==> src/rtl/edge_arb_pkg.sv <==
// Shared definitions for the edge event arbiter: FSM states and channel-count bounds.
package edge_arb_pkg;

    localparam int NUM_CH_MIN = 2;
    localparam int NUM_CH_MAX = 16;

    typedef enum logic [0:0] {
        IDLE  = 1'b0,
        OFFER = 1'b1
    } arb_state_t;

endpackage

==> src/rtl/rising_edge_vec.sv <==
// Per-bit rising-edge detector; the delayed copy resets to 0 so a bit held high
// through reset release is reported as an edge on the first clock.
module rising_edge_vec
    import edge_arb_pkg::*;
#(
    parameter int WIDTH = 4
) (
    input  logic             clk,
    input  logic             reset,
    input  logic [WIDTH-1:0] sig,
    output logic [WIDTH-1:0] rise
);

    logic [WIDTH-1:0] p1_sig;

    always_ff @(posedge clk or posedge reset) begin
        if (reset) begin
            p1_sig <= '0;
        end else begin
            p1_sig <= sig;
        end
    end

    assign rise = sig & ~p1_sig;

endmodule

==> src/rtl/edge_event_arbiter.sv <==
// Collects rising edges on NUM_CH level inputs and hands them out one at a time, round-robin,
// over a valid/ready port. Overrun tracking is compiled in only with EDGE_ARB_OVERRUN_EN.
module edge_event_arbiter
    import edge_arb_pkg::*;
#(
    parameter int NUM_CH = 4,
    parameter int ID_W   = $clog2(NUM_CH)
) (
    input  logic              clk,
    input  logic              reset,
    input  logic [NUM_CH-1:0] evt_in,
    output logic              evt_valid,
    input  logic              evt_ready,
    output logic [ID_W-1:0]   evt_id,
    output logic [NUM_CH-1:0] pending,
    output logic [NUM_CH-1:0] overrun,
    input  logic              clear_overrun
);

    if (NUM_CH < NUM_CH_MIN || NUM_CH > NUM_CH_MAX) begin : g_bad_num_ch
        $error("edge_event_arbiter: NUM_CH outside supported range");
    end

    arb_state_t        state;
    arb_state_t        state_next;
    logic [NUM_CH-1:0] rise;
    logic [NUM_CH-1:0] clr_mask;
    logic [ID_W-1:0]   rr_ptr;
    logic [ID_W-1:0]   grant_sel;
    logic              grant_load;
    logic              ptr_advance;
    logic              handshake;

    // Lowest requesting index at or above ptr, otherwise lowest requesting index overall.
    function automatic logic [ID_W-1:0] rr_select(input logic [NUM_CH-1:0] req,
                                                  input logic [ID_W-1:0]   ptr);
        logic [ID_W-1:0] hi_pick;
        logic [ID_W-1:0] any_pick;
        logic            hi_found;
        hi_pick  = '0;
        any_pick = '0;
        hi_found = 1'b0;
        for (int j = NUM_CH - 1; j >= 0; j--) begin
            if (req[j]) begin
                any_pick = ID_W'(j);
                if (j >= int'(ptr)) begin
                    hi_pick  = ID_W'(j);
                    hi_found = 1'b1;
                end
            end
        end
        return hi_found ? hi_pick : any_pick;
    endfunction

    function automatic logic [ID_W-1:0] next_ptr(input logic [ID_W-1:0] id);
        return (id == ID_W'(NUM_CH - 1)) ? '0 : id + ID_W'(1);
    endfunction

    rising_edge_vec #(
        .WIDTH (NUM_CH)
    ) u_rise (
        .clk   (clk),
        .reset (reset),
        .sig   (evt_in),
        .rise  (rise)
    );

    assign grant_sel = rr_select(pending, rr_ptr);
    assign handshake = evt_valid & evt_ready;

    always_ff @(posedge clk or posedge reset) begin
        if (reset) begin
            state <= IDLE;
        end else begin
            state <= state_next;
        end
    end

    always_comb begin
        state_next  = state;
        evt_valid   = 1'b0;
        grant_load  = 1'b0;
        ptr_advance = 1'b0;
        case (state)
            IDLE: begin
                if (|pending) begin
                    grant_load = 1'b1;
                    state_next = OFFER;
                end
            end
            OFFER: begin
                evt_valid = 1'b1;
                if (evt_ready) begin
                    ptr_advance = 1'b1;
                    state_next  = IDLE;
                end
            end
            default: state_next = IDLE;
        endcase
    end

    always_comb begin
        clr_mask = '0;
        if (handshake) begin
            clr_mask[evt_id] = 1'b1;
        end
    end

    // A fresh edge on the channel being retired keeps it pending, so rise is ORed in last.
    always_ff @(posedge clk or posedge reset) begin
        if (reset) begin
            pending <= '0;
        end else begin
            pending <= (pending & ~clr_mask) | rise;
        end
    end

    always_ff @(posedge clk or posedge reset) begin
        if (reset) begin
            evt_id <= '0;
            rr_ptr <= '0;
        end else begin
            if (grant_load) begin
                evt_id <= grant_sel;
            end
            if (ptr_advance) begin
                rr_ptr <= next_ptr(evt_id);
            end
        end
    end

`ifdef EDGE_ARB_OVERRUN_EN
    logic [NUM_CH-1:0] overrun_set;

    assign overrun_set = rise & pending & ~clr_mask;

    // Setting takes priority over the global clear so no loss goes unreported.
    always_ff @(posedge clk or posedge reset) begin
        if (reset) begin
            overrun <= '0;
        end else if (clear_overrun) begin
            overrun <= overrun_set;
        end else begin
            overrun <= overrun | overrun_set;
        end
    end
`else
    logic unused_clear_overrun;

    assign unused_clear_overrun = clear_overrun;
    assign overrun              = '0;
`endif

endmodule

==> config.mk <==
export PLATFORM = sky130hd
export DESIGN_NAME = edge_event_arbiter
export DESIGN_NICKNAME = d
export VERILOG_FILES = /design/src/rtl/edge_arb_pkg.sv /design/src/rtl/rising_edge_vec.sv /design/src/rtl/edge_event_arbiter.sv
export SDC_FILE = /design/constraint.sdc
export NUM_CORES = 1
export LEC_CHECK = 0
export CORE_MARGIN = 3
export CORE_UTILIZATION = 44
export CTS_BUF_LIST = sky130_fd_sc_hd__clkbuf_8 sky130_fd_sc_hd__clkbuf_16
export DETAILED_ROUTE_END_ITERATION = 16
export HOLD_SLACK_MARGIN = 0.12
export PLACE_DENSITY_LB_ADDON = 0.15
export SLEW_MARGIN = 0
export SYNTH_ARGS = -nofsm -noshare
export SYNTH_HDL_FRONTEND = slang
export SYNTH_SLANG_ARGS = --single-unit
==> constraint.sdc <==
create_clock -name clk -period 1.56 [get_ports clk]
set_input_delay 0.234 -clock clk [delete_from_list [all_inputs] [get_ports clk]]
set_output_delay 0.234 -clock clk [all_outputs]
set_load 0.02 [all_outputs]
==> results.ini <==
[drt]
antenna_left=0
first_pass_iters=4
drcViolationCount=0
vias=476
wl_mm=1.12
wl_met2_um=530
wl_met3_um=76
drt_iter0_drc=12
top_layer_used=met4
wl_met1_um=489
routed_via_density=4.91
wl_per_cell_um=11.6

[pwr]
leakage_uw=0.000404
worst_ir_drop_vdd_mv=0.784
p_total_uw=1380
power_density_nw_per_um2=1700

[clocking]
insertion_delay_ns=0.24
cts_tree=built
cts_htree_levels=1
numCtsBuffers=3
clockBufferDepth=2
ctsRootBufferMaster=clkbuf_8
clk_pin_slew_ns=0.05
cts.sinks=13

[job]
max_cap_viol_count=0

[cells_and_area]
instances_no_fill=97
final_cell_mix=13 x dfrtp_1, 11 x inv_1, 10 x nand2_1
syn_to_final_growth_pct=28.3
final_common_cell=dfrtp_1
num-nets-final=95
layout-drive-gt1-share_pct=7.32
diodes=0
fin_area_um2=812

[grt]
antenna_found_initial=0
grt_max_degree=14
grt_first_pass_wirelength_mm=1.94
first_global_vias=461
overflow=0
track_usage_pct=14.3

[setup_path]
crit_path_end_kind=output port
worstPathArrival_ns=1.24
crit_start=evt_id[1]
rr_worst_depth=4
critPathKind=reg2out
critPathSlowestCell=clkdlybuf4s50_1
r2r-end=evt_id[1]
worst_setup_path_start_kind=flop
crit_chain=clkdlybuf4s50_1
r2r-start=pending[0]
r2r_slack_ns=0.30
worstPathRequired_ns=1.33
cp_top_family=buffers and inverters
critPathBufInv=1
crit_fanout=4
cpPeakStageDelay_ns=0.62

[die]
num_io_pins=19
dieArea_um2=1930
die_h_um=43.9
initial_core_util_pct=48.1
rows=13
placeableCoreArea_um2=1320
die_x_um=43.9

[synth]
avgSynthCellArea_um2=9.59
syn_area_um2=633
ys_warn_count=0
synth_cell_type_count=20
synth-seq-cells=13
seq_area_frac_synth_pct=51.4
synthCells=66

[min_path]
hold_class=in2async

[timing]
tns_ns=0
skew_ns=0.00123
fmaxAchievable_ghz=0.677
finalCritPeriodShare_pct=94.7
period_needed_ns=1.48
final_hold_viol_count=0
finalSetupViolCount=0
rsz0062_at_grt=no
slew_violations=0
worst_slack_ns=0.0831

[place]
gp_congestion=0.751
placed_area_um2=766
port_buffers=13
dp_hpwl_um=849
pre_cts_slack_ns=0.247
dpl.cell_count=93

[status]
status=finished clean

[metal layers]
layer | track usage (%) | up-vias
li1 | - | 240
met5 | 0 | -
met3 | 3.73 | 2
met1 | 18.3 | 217
met2 | 21.2 | 17
met4 | 9.04 | 0
[state kept, by name, summed over array words and instances, names as in the netlist]
signal,count
pending,4
evt_id,2
state,1
u_rise.p1_sig,4
rr_ptr,2
[cell usage after synthesis]
cell	n	area, um2
a2111o_1	1	11.3
a21boi_0	1	7.51
a21oi_1	3	15.0
a31oi_1	1	6.26
and2_1	1	6.26
and2b_2	1	8.76
buf_2	1	5.00
buf_4	4	30.0
conb_1	1	3.75
dfrtp_1	13	325
ha_1	4	50.1
inv_1	10	37.5
mux2_2	1	11.3
mux2i_1	1	10.0
nand2_1	10	37.5
nor2_1	3	11.3
nor4_1	1	6.26
o211ai_1	1	7.51
o21ai_0	6	30.0
o22ai_1	2	12.5
[area by class of cell]
type,instances,area (um2)
clock buffers,3,41.3
clock inverters,1,3.75
fillers,119,505
inverters,10,37.5
multi-input cells,41,246
flip-flops and latches,13,325
well taps,15,18.8
repair buffers,14,139
[repair_timing]
item | CTS | global route
cloned | 0 | 0
setup buffers | 0 | 0
resized for setup | 3 | 2
endpoints found under the setup margin | 3 | 2
hold buffers | 0 | 0
[per-stage QoR]
step	hold slack, ns	util, %
4_1_cts	0.333	61.3
3_3_place_gp	0.402	58.1
5_1_grt	0.366	61.6
2_1_floorplan	0.111	-
6_report	0.311	61.6
3_5_place_dp	0.410	58.1
[logic make-up (layout without fill, tap and decap cells)]
logic type	after synthesis	after routing	synth area share, %
buffers and inverters	15	28	11.5
flip-flops	13	13	51.4
AO/OA/AOI/OAI	15	15	14.2
adder cells (fa/ha/maj)	4	4	7.91
other	1	4	0.592
AND/OR/NAND/NOR	16	16	11.1
multiplexers	2	2	3.36
[how the worst max path moves through the flow]
stage / end / slack [ns] / cells after the start
finish: evt_id[1] / 0.08 / 1
global route: evt_id[1] / 0.04 / 1
CTS: pending[3] / 0.004 / 1
detailed placement: pending[3] / 0.25 / 6
global placement: pending[2] / 0.25 / 6
floorplan: evt_id[1] / 0.33 / 4
[report_power, final]
part / internal, uW / leakage, uW / switching (uW)
Clock: 174 / 0.0000269 / 116
Combinational: 240 / 0.000231 / 273
Sequential: 437 / 0.000146 / 139
Total: 851 / 0.000404 / 528
Note: power is estimated with default switching activity, not from simulation.
